### config.mk
export PLATFORM = sky130hd
export DESIGN_NAME = snake_game_ctrl
export DESIGN_NICKNAME = d
export VERILOG_FILES = /design/src/rtl/snake_game_ctrl.sv
export SDC_FILE = /design/constraint.sdc
export NUM_CORES = 1
export LEC_CHECK = 0
export CORE_ASPECT_RATIO = 1.25
export CORE_MARGIN = 10
export CORE_UTILIZATION = 44
export CTS_CLUSTER_DIAMETER = 80
export DETAILED_ROUTE_END_ITERATION = 10
export PLACE_DENSITY_LB_ADDON = 0.08
export SLEW_MARGIN = 15
export SYNTH_ARGS = -nofsm -noshare
export SYNTH_HDL_FRONTEND = slang
export SYNTH_SLANG_ARGS = --single-unit
### constraint.sdc
create_clock -name Clk -period 4.7 [get_ports Clk]
set_clock_uncertainty 0.2 [all_clocks]
set_input_delay 0.705 -clock Clk [delete_from_list [all_inputs] [get_ports Clk]]
set_output_delay 0.705 -clock Clk [all_outputs]
set_load 0.02 [all_outputs]
### src/rtl/snake_game_ctrl.sv
// snake_game_ctrl: game FSM, movement tick generator with speed-up, and direction filter for the Snake datapath.
module snake_game_ctrl #(
  parameter int CNT_W = 27,
  parameter int TICK_DIV = 25_000_000,
  parameter int SPEED_STEP = 1_000_000,
  parameter int MIN_DIV = 5_000_000,
  parameter logic [7:0] WIN_LENGTH = 8'd30
) (
  input  logic       Clk,
  input  logic       Reset,
  input  logic       Start,
  input  logic       Ack,
  input  logic       Btn_Up,
  input  logic       Btn_Down,
  input  logic       Btn_Left,
  input  logic       Btn_Right,
  input  logic       Collision,
  input  logic [7:0] Length,
  output logic       q_I,
  output logic       q_Run,
  output logic       q_Win,
  output logic       q_Lose,
  output logic       Speed_Clk,
  output logic       SCEN,
  output logic [1:0] In_Dirn,
  output logic       Dp_Reset
);
  typedef enum logic [3:0] {S_I = 4'b1000, S_RUN = 4'b0100, S_WIN = 4'b0010, S_LOSE = 4'b0001} state_t;
  localparam logic [CNT_W-1:0] P0 = CNT_W'(TICK_DIV);
  localparam logic [CNT_W-1:0] STEP = CNT_W'(SPEED_STEP);
  localparam logic [CNT_W-1:0] PMIN = CNT_W'(MIN_DIV);
  state_t state, state_nx;
  logic [CNT_W-1:0] cnt, period, period_dec;
  logic [1:0] com_dirn, cand;
  logic [7:0] len_d;
  logic go, any_btn;
  assign {q_I, q_Run, q_Win, q_Lose} = state;
  assign go = q_I && Start;
  assign Speed_Clk = q_Run && (cnt >= period - 1'b1);
  assign any_btn = Btn_Up | Btn_Down | Btn_Left | Btn_Right;
  assign cand = Btn_Up ? 2'b00 : Btn_Down ? 2'b01 : Btn_Left ? 2'b10 : 2'b11;
  // reverse of the committed direction shares bit[1] and flips bit[0]
  assign SCEN = q_Run && any_btn && !Speed_Clk && cand != In_Dirn
                && !(cand[1] == com_dirn[1] && cand[0] != com_dirn[0]);
  assign period_dec = (period >= PMIN + STEP) ? period - STEP : PMIN;
  always_comb begin
    state_nx = state;
    case (state)
      S_I:     state_nx = Start ? S_RUN : S_I;
      S_RUN:   state_nx = Collision ? S_LOSE : (Length >= WIN_LENGTH) ? S_WIN : S_RUN;
      S_WIN,
      S_LOSE:  state_nx = Ack ? S_I : state;
      default: state_nx = S_I;
    endcase
  end
  always_ff @(posedge Clk or posedge Reset) begin
    if (Reset) begin
      state    <= S_I;
      cnt      <= '0;
      period   <= P0;
      In_Dirn  <= '0;
      com_dirn <= '0;
      len_d    <= 8'd3;
      Dp_Reset <= 1'b0;
    end else begin
      state    <= state_nx;
      Dp_Reset <= go;
      if (go) begin
        cnt      <= '0;
        period   <= P0;
        In_Dirn  <= '0;
        com_dirn <= '0;
        len_d    <= 8'd3;
      end else if (q_Run) begin
        len_d <= Length;
        // counter waits out the datapath reset cycle so the first tick lands TICK_DIV cycles in
        cnt <= Speed_Clk ? '0 : Dp_Reset ? cnt : cnt + 1'b1;
        if (Length > len_d) period <= period_dec;
        if (SCEN) In_Dirn <= cand;
        if (Speed_Clk) com_dirn <= In_Dirn;
      end else begin
        cnt <= '0;
      end
    end
  end
endmodule

==> flow_summary.yaml, run 1 <==
outcome:
  status: "finished clean"
layout:
  multi_input_area_um2: 2708
  final_cells: 672
  drive_gt1_share_pct: 12.15
  area_growth_pct: 16.79
  final_cell_mix: "74 x nor2_1, 50 x dfrtp_1, 42 x nand2_1, 33 x ha_1"
  antenna_cells: 0
  nFillCells: 939
  fin_nets: 588
  finish.utilization_pct: 52.46
  stdcell_area_um2: 5275
  seq_area_um2: 1645
  final_common_cell: "nor2_1"
yosys:
  yosysTopAreaCell: "dfrtp_1"
  ys_ff_latch: 65
  synth_area_per_cell_um2: 8.874
  synth_fp_nets: 559
  synth_top_cells_by_area: "dfrtp_1 28%, ha_1 9.1%, dfstp_2 8.7%"
  ys.flop_type: "dfrtp_1"
  syn_inst: 509
  synth_edf_count: 0
  yosys.area.top_type_share_pct: 27.70
  synthesis.area_um2: 4517
  yosysWarnings: 0
  yosysSeqAreaShare_pct: 36.43
  synthDistinctLibCells: 59
  synthArstFlopShare_pct: 100.0
sta:
  maxSlewViolCount: 0
  finalHoldViolCount: 0
  setup_viol: 0
  min_period_ns: 4.520
  worst_slew_pin_slew_ns: 0.9935
  fmax_ghz: 0.2212
  timing.final.ws_setup_ns: 0.1799
  timing.final.crit_share_pct: 96.17
  grt_setup_unrepaired: "no"
  fin_tns_setup_ns: 0
  fin_hold_ws_ns: 0.3141
  maxSlewHeadroom_pct: 33.67
setup_path:
  ff2ff_setup_slack_ns: 0.84
  crit_buf_inv: 2
  cp.required_ns: 3.80
  cpPeakStageDelay_ns: 0.57
  cp_slowest_cell: "or4_1"
  crit_path_end_kind: "output port"
  worstPathArrival_ns: 3.62
  crit_path_frequent_cell: "nand2_1"
  path_cells: "nor4_4 > buf_4 > nand2_1 > nor3_1 > xnor2_1 > ha_1 > and4_1 > nand2_1 > or4_1 > and4_4 > nor3b_4 > clkdlybuf4s15_1"
  startpoint_type: "register"
  path_class: "reg -> out"
  r2r-start: "period[9]"
  crit_fanout: 8
  crit_start: "period[9]"
  crit_family: "simple AND/OR/NAND/NOR gates"
clock_network:
  cts_root_buffer: "clkbuf_16"
  cts_setup_buffers: 0
  cts_made_buffers: 9
  clk_path_buf_depth: 2
  clkSinkCount: 65
  cts_tree: "built"
  clk_latency_ns: 0.34
  htree_levels: 3
  clkTransAtPathRegs_ns: 0.06
pwr:
  seqPwrFrac_pct: 35.2
  internal-power_mw: 1.406
  peakVddDrop_uv: 205.8
  finalPower_mw: 2.225
  leakagePower_nw: 2.166
  power_density_nw_per_um2: 421.8
  switching_power_mw: 0.8188
  swShare_pct: 36.80
  clock_power_share_pct: 30.3
  combPwrFrac_pct: 34.5
grt:
  grt_pass1_vias: 3846
  grtUsageTotal_pct: 15.34
  grt_remaining_overflow: 0
  grt_pass1_wl_mm: 19.10
  grt_antenna_before_repair: 0
  grt_max_degree: 47
floorplanning:
  num_rows: 41
  die_w_um: 110.6
  floorplan.initialDensity_pct: 44.92
  die_h_um: 133.3
  pin_count: 26
  core_area_um2: 10050
  die_area_um2: 14740
placement:
  place_hpwl_mm: 8.012
  dp.cells: 656
  port_buffers: 25
  place_area_um2: 4947
  routabilityCongestion: 0.8939
  place_ws_ns: 0.1118
detailed_routing:
  drc: 0
  first_pass_iters: 4
  wl_per_cell_um: 16.18
  wirelength_mm: 10.88
  via_per_inst: 5.604
  drt-initial-drc-count: 217
  num_vias: 3766
  final_antenna_net_count: 0
min_path:
  min_from: "len_d[2]"
  hp-class: "reg -> reg"
job:
  maxCapViolations: 0
-- repair_timing --
action | in CTS | in global routing
hold buffers | 0 | 0
resized for setup | 3 | 9
endpoints found under the setup margin | 2 | 2
-- per-layer routing --
metal  part of all wire, %  track usage, %  routed length, um
met1                    46           19.03               5056
met2                    49           25.49               5319
met3                   2.9           3.459                310
met4                   1.7           5.290                190
met5                     0               0                  0
-- registers in the layout (all words and copies together), names as in the netlist --
signal	flops
period	21
com_dirn	2
In_Dirn	2
state	4
cnt	27
Dp_Reset	1
len_d	8
-- worst reg2reg max path, stage by stage (launching register included) --
cell and delay [ns]:
dfrtp_1 0.48, nor4_4 0.35, buf_4 0.17, nand2_1 0.08, nor3_1 0.21, xnor2_1 0.11, ha_1 0.28, and4_1 0.19
nand2_1 0.07, or4_1 0.57, and4_4 0.25, o211ai_4 0.60, nor2_1 0.15
-- logic make-up (layout without fill, tap and decap cells) --
kind of cell / count (synthesis) / in the layout / synth area share (%)
AO/OA/AOI/OAI: 101 / 101 / 15.18
XOR/XNOR: 45 / 45 / 8.726
adder cells (fa/ha/maj): 33 / 33 / 9.141
buffers and inverters: 46 / 80 / 4.404
flip-flops: 65 / 65 / 36.43
multiplexers: 13 / 13 / 2.881
AND/OR/NAND/NOR: 206 / 206 / 23.24
-- power groups by stage --
stage	clock network, mW	logic (mW)	registers (mW)
3_5_place_dp	0	0.766	0.784
4_1_cts	0.690	0.769	0.776
6_report	0.674	0.767	0.784
2_1_floorplan	0	0.574	0.737
5_1_grt	0.716	0.870	0.801
3_3_place_gp	0	0.753	0.779
-- final timing paths --
check	to	cells past startpoint
worst max-delay path	Speed_Clk	12
worst min-delay path	len_d[2]	2
worst max register to register	cnt[8]	12
worst min register to register	len_d[2]	2
max in group asynchronous	period[16]	3
min in group asynchronous	cnt[0]	2
-- cell usage after synthesis, types with 4 or more instances --
| master | instances |
|---|---|
| a21o_1 | 4 |
| a21oi_1 | 24 |
| a2bb2oi_1 | 4 |
| a31oi_1 | 6 |
| a32o_1 | 4 |
| and4_1 | 8 |
| buf_2 | 6 |
| clkbuf_1 | 14 |
| dfrtp_1 | 50 |
| dfstp_2 | 15 |
| ha_1 | 33 |
| inv_1 | 19 |
| mux2i_1 | 13 |
| nand2_1 | 42 |
| nand3_1 | 17 |
| nand4_1 | 13 |
| nor2_1 | 74 |
| nor2b_1 | 6 |
| nor3_1 | 12 |
| nor3b_1 | 5 |
| nor4_1 | 8 |
| o21a_1 | 4 |
| o21ai_0 | 26 |
| or4_1 | 4 |
| xnor2_1 | 19 |
| xor2_1 | 26 |
-- layout make-up --
type,count,area share [%]
Clock buffer,11,4.602
Multi-Input combinational cell,398,51.33
Inverter,20,1.423
Tap cell,129,3.060
Clock inverter,5,1.044
Timing Repair Buffer,44,7.353
Sequential cell,65,31.19
No activity file was read; power rests on OpenSTA's default activity.
==> run 2, diff against run 1 <==
==> constraint.sdc (replaced) <==
create_clock -name Clk -period 4.7 [get_ports Clk]
set_clock_uncertainty 0.2 [all_clocks]
set_input_delay 0.94 -clock Clk [delete_from_list [all_inputs] [get_ports Clk]]
set_output_delay 0.94 -clock Clk [all_outputs]
set_load 0.02 [all_outputs]
==> run 2 against run 1 <==
Via count increased by 2.3%. Non-clock buffer count is 11 higher. First-iteration DRC count is 13% lower. Worst setup slack worse by 0.025 ns. Fmax fell by 0.56%. Die area stayed put. Hold slack got worse by 0.0023 ns.
==> flow_summary.yaml, run 2 (same netlist as run 1, synthesis figures left out) <==
setup_path:
  cp_slowest_cell: "dfstp_2"
  path_cells: "inv_1 > ha_1 > nand3_1 > nor3_2 > buf_4 > xnor2_1 > ha_1 > and4_1 > nand2_1 > or4_4 > and4_4 > nor3b_4 > buf_2"
  worstPathArrival_ns: 3.41
  path_class: "reg -> out"
  cp.required_ns: 3.56
  crit_family: "simple AND/OR/NAND/NOR gates"
  crit_path_frequent_cell: "ha_1"
  startpoint_type: "register"
  crit_buf_inv: 3
  crit_path_end_kind: "output port"
  cpPeakStageDelay_ns: 0.58
  crit_fanout: 4
grt:
  grtUsageTotal_pct: 14.46
  grtUsageMet2_pct: 24.08
  grt_max_degree: 66
  top_usage_layer: "met2"
  grt_pass1_vias: 3832
  grt_use_met1_pct: 17.79
  grt_antenna_before_repair: 0
  grt_use_met3_pct: 2.201
  grt_remaining_overflow: 0
  grt_pass1_wl_mm: 18.22
detailed_routing:
  via_per_inst: 5.640
  num_vias: 3852
  drc: 0
  wl_per_cell_um: 15.49
  final_antenna_net_count: 0
  wirelength_mm: 10.58
  drt-initial-drc-count: 189
  first_pass_iters: 4
pwr:
  seqPwrFrac_pct: 34.3
  switching_power_mw: 0.8113
  peakVddDrop_uv: 239.2
  combPwrFrac_pct: 36.5
  power_density_nw_per_um2: 417.3
  finalPower_mw: 2.230
  leakagePower_nw: 2.220
  clock_power_share_pct: 29.2
  swShare_pct: 36.38
  internal-power_mw: 1.419
layout:
  antenna_cells: 0
  stdcell_area_um2: 5344
  largest_reg_flops: 27
  multi_input_area_um2: 2715
  seq_area_um2: 1645
  final_cells: 683
  drive_gt1_share_pct: 14.26
  reg_top3: "cnt (27), period (21), len_d (8)"
  final_cell_mix: "74 x nor2_1, 50 x dfrtp_1, 42 x nand2_1, 33 x ha_1, 30 x buf_4"
  final_common_cell: "nor2_1"
  area_growth_pct: 18.31
  nFillCells: 950
  fin_nets: 599
  regMostFlops: "cnt"
  finish.utilization_pct: 53.15
clock_network:
  clk_path_buf_depth: 2
  cts_made_buffers: 9
  cts_tree: "built"
  clkTransAtPathRegs_ns: 0.05
  clk_latency_ns: 0.33
  htree_levels: 3
  cts_setup_buffers: 0
  cts_root_buffer: "clkbuf_16"
  clkSinkCount: 65
sta:
  fin_tns_setup_ns: 0
  worst_slew_pin_slew_ns: 0.8605
  fmax_ghz: 0.2200
  min_period_ns: 4.545
  timing.final.ws_setup_ns: 0.1545
  timing.final.crit_share_pct: 96.71
  maxSlewHeadroom_pct: 42.42
  maxSlewViolCount: 0
  fin_hold_ws_ns: 0.3119
  finalHoldViolCount: 0
  setup_viol: 0
job:
  maxCapViolations: 0
floorplanning:
  die_h_um: 133.3
  num_rows: 41
  floorplan.initialDensity_pct: 44.92
  die_area_um2: 14740
  die_w_um: 110.6
  pin_count: 26
  core_area_um2: 10050
placement:
  place_hpwl_mm: 7.802
  place_ws_ns: -0.08319
  routabilityCongestion: 0.8483
  port_buffers: 25
  place_area_um2: 5030
  dp.cells: 667
outcome:
  status: "finished clean"
min_path:
  hp-class: "reg -> reg"
run 2: timing repair:
item | in CTS | in global routing
gates resized for setup | 9 | 7
hold buffers | 0 | 0
endpoints found under the setup margin | 2 | 2
run 2: cell type report:
class | count | share of cell area (%)
multi-input combinational | 398 | 50.81
clock buffer | 12 | 4.425
timing repair buffer | 55 | 8.710
inverter | 20 | 1.405
clock inverter | 4 | 0.8429
tap | 129 | 3.020
sequential | 65 | 30.79
run 2: final timing paths:
kind / start / to / slack (ns) / cells past startpoint
worst max-delay path: period[6] / Speed_Clk / 0.15 / 13
max in group asynchronous: Reset / len_d[5] / 2.76 / 3
worst max register to register: period[6] / cnt[8] / 0.93 / 13
min in group asynchronous: Reset / cnt[0] / 0.97 / 3
worst min register to register: len_d[1] / len_d[1] / 0.31 / 2
worst min-delay path: len_d[1] / len_d[1] / 0.31 / 2
run 2: tightest hold or removal path, stage by stage (launching register included):
cell,delay [ns]
dfstp_2,0.36
inv_1,0.07
o211ai_1,0.08
run 2: per-layer routing:
| layer | part of all wire [%] | up-vias |
|---|---|---|
| met5 | 0 | - |
| met4 | 2.4 | 0 |
| met3 | 2.8 | 20 |
| met2 | 49 | 68 |
| met1 | 46 | 1853 |
| li1 | - | 1911 |
run 2: power by group through the flow:
stage / sequential, mW / combinational [mW] / clock (mW)
3_3_place_gp: 0.760 / 0.804 / 0
2_1_floorplan: 0.737 / 0.574 / 0
3_5_place_dp: 0.764 / 0.811 / 0
6_report: 0.764 / 0.814 / 0.651
5_1_grt: 0.778 / 0.917 / 0.685
4_1_cts: 0.757 / 0.814 / 0.661
==> run 3, diff against run 2 <==
CORE_UTILIZATION = 50   (was 44)
HOLD_SLACK_MARGIN = 0.05   (was default)
SKIP_LAST_GASP = 1   (was default)
==> run 3 against run 2 <==
Routed wire length decreased by 1.6%. Largest power group unchanged. Global-route usage increased by 1.3 points. Sequential share of layout area increased by 0.55 points. Final cell count decreased by 1.6%. Via count decreased by 1.9%. Critical path depth unchanged. Power decreased by 8.8%. Sequential power about the same. Non-clock buffer count decreased by 2.
==> flow_summary.yaml, run 3 (same netlist as run 1, synthesis figures left out) <==
floorplanning:
  pin_count: 26
  floorplan.initialDensity_pct: 51.63
  die_w_um: 105.0
  die_area_um2: 13260
  die_h_um: 126.3
  core_area_um2: 8748
  num_rows: 38
pwr:
  power_density_nw_per_um2: 387.5
  peakVddDrop_uv: 256.0
  leakagePower_nw: 2.165
layout:
  area_growth_pct: 16.23
  fin_nets: 597
  largest_reg_flops: 27
  regMostFlops: "cnt"
  reg_top3: "cnt (27), period (21), len_d (8)"
  final_cells: 672
  stdcell_area_um2: 5250
  antenna_cells: 0
  final_cell_mix: "74 x nor2_1, 50 x dfrtp_1, 42 x nand2_1, 33 x ha_1, 29 x buf_4"
  drive_gt1_share_pct: 14.67
  final_common_cell: "nor2_1"
  finish.utilization_pct: 60.01
placement:
  place_area_um2: 4996
  place_hpwl_mm: 7.777
  dp.cells: 655
  routabilityCongestion: 0.8407
  port_buffers: 25
sta:
  min_period_ns: 4.485
  fin_tns_setup_ns: 0
  maxSlewViolCount: 0
  fmax_ghz: 0.2229
  setup_viol: 0
  timing.final.crit_share_pct: 95.44
  finalHoldViolCount: 0
  worst_slew_pin_slew_ns: 0.8609
  maxSlewHeadroom_pct: 42.47
grt:
  grtUsageTotal_pct: 15.79
  grt_max_degree: 66
  grt_remaining_overflow: 0
  grt_use_met3_pct: 2.959
  grt_pass1_wl_mm: 17.48
  top_usage_layer: "met2"
  grt_pass1_vias: 3657
  grt_antenna_before_repair: 0
  grt_use_met1_pct: 20.20
  grtUsageMet2_pct: 26.01
min_path:
  hold_end: "len_d[1]"
  hp-class: "reg -> reg"
  worst_hold_path.num_cells: 2
  min_from: "len_d[1]"
detailed_routing:
  final_antenna_net_count: 0
  wl_per_cell_um: 15.49
  wirelength_mm: 10.41
  num_vias: 3779
  first_pass_iters: 4
  drt-initial-drc-count: 199
  drc: 0
  via_per_inst: 5.624
setup_path:
  cp_slowest_cell: "dfstp_2"
  path_class: "reg -> out"
  rr_worst_depth: 13
  path_cells: "inv_1 > ha_1 > nand3_2 > nor3_4 > buf_4 > xnor2_1 > ha_1 > and4_1 > nand2_1 > or4_4 > and4_4 > nor3b_4 > buf_6"
  startpoint_type: "register"
  crit_path_end_kind: "output port"
  r2r-end: "cnt[8]"
  cpPeakStageDelay_ns: 0.57
  crit_fanout: 4
  r2r-start: "period[6]"
  cp.required_ns: 3.56
  worstPathArrival_ns: 3.35
  ff2ff_setup_slack_ns: 0.99
  crit_path_frequent_cell: "ha_1"
outcome:
  status: "finished clean"
clock_network:
  clk_latency_ns: 0.34
  cts_root_buffer: "clkbuf_8"
  clkSinkCount: 65
  clk_path_buf_depth: 2
  holdBufCountCts: 0
  htree_levels: 3
  cts_made_buffers: 9
  clkTransAtPathRegs_ns: 0.07
  cts_tree: "built"
job:
  maxCapViolations: 0
-- run 3: changes by cell type in the layout (fill, tap and decap cells not counted), sizes merged --
cell / previous run / this run
clkbuf: 13 / 11
clkinvlp: 0 / 2
buf: 31 / 30
clkinv: 3 / 2
-- run 3: how the worst max path moves through the flow --
stage	end	start	cells past startpoint
2_1_floorplan	SCEN	period[9]	13
3_3_place_gp	Speed_Clk	period[13]	12
3_5_place_dp	Speed_Clk	period[13]	12
4_1_cts	SCEN	period[9]	13
5_1_grt	Speed_Clk	period[6]	13
6_report	Speed_Clk	period[6]	13
-- run 3: final cells by class --
| class | instances | area [um2] |
|---|---|---|
| Timing Repair Buffer | 53 | 459.2 |
| Multi-Input combinational cell | 398 | 2724 |
| Clock buffer | 11 | 141.4 |
| Clock inverter | 5 | 55.05 |
| Inverter | 20 | 75.07 |
| Tap cell | 120 | 150.1 |
| Fill cell | 798 | 3498 |
| Sequential cell | 65 | 1645 |
-- run 3: through the flow --
step | power (mW) | setup WS (ns) | hold slack (ns)
final | 2.034 | 0.2145 | 0.3175
after global routing | 2.178 | -0.002615 | 0.3411
after CTS | 2.043 | 0.001968 | 0.3196
after detailed placement | 1.562 | -0.002629 | 0.3086
after global placement | 1.544 | 0.07598 | 0.2963
after floorplan | 1.311 | 0.08465 | 0.2803
-- run 3: routing by layer --
metal	part of all wire, %	wire, um
met3	2.4	251
met1	47	4896
met4	1.2	127
met5	0	0
met2	49	5134
-- run 3: power breakdown --
group	switching [mW]	internal, mW	total [mW]
clock	0.218	0.258	0.476
combinational	0.467	0.330	0.798
sequential	0.0974	0.664	0.761
-- run 3: repair_timing --
action	in CTS	in global routing
pin swaps	0	2
setup buffers	0	1
resized for setup	6	17
cloned	0	0
hold endpoints to repair	0	0
setup endpoints to repair	2	2
-- run 3: critical path, delay by kind of cell (launching register included) --
family,cells,cell delay [ns]
xor+xnor,1,0.11
flops,1,0.57
simple gates,7,1.39
fa+ha+maj,2,0.53
buf+inv,3,0.38
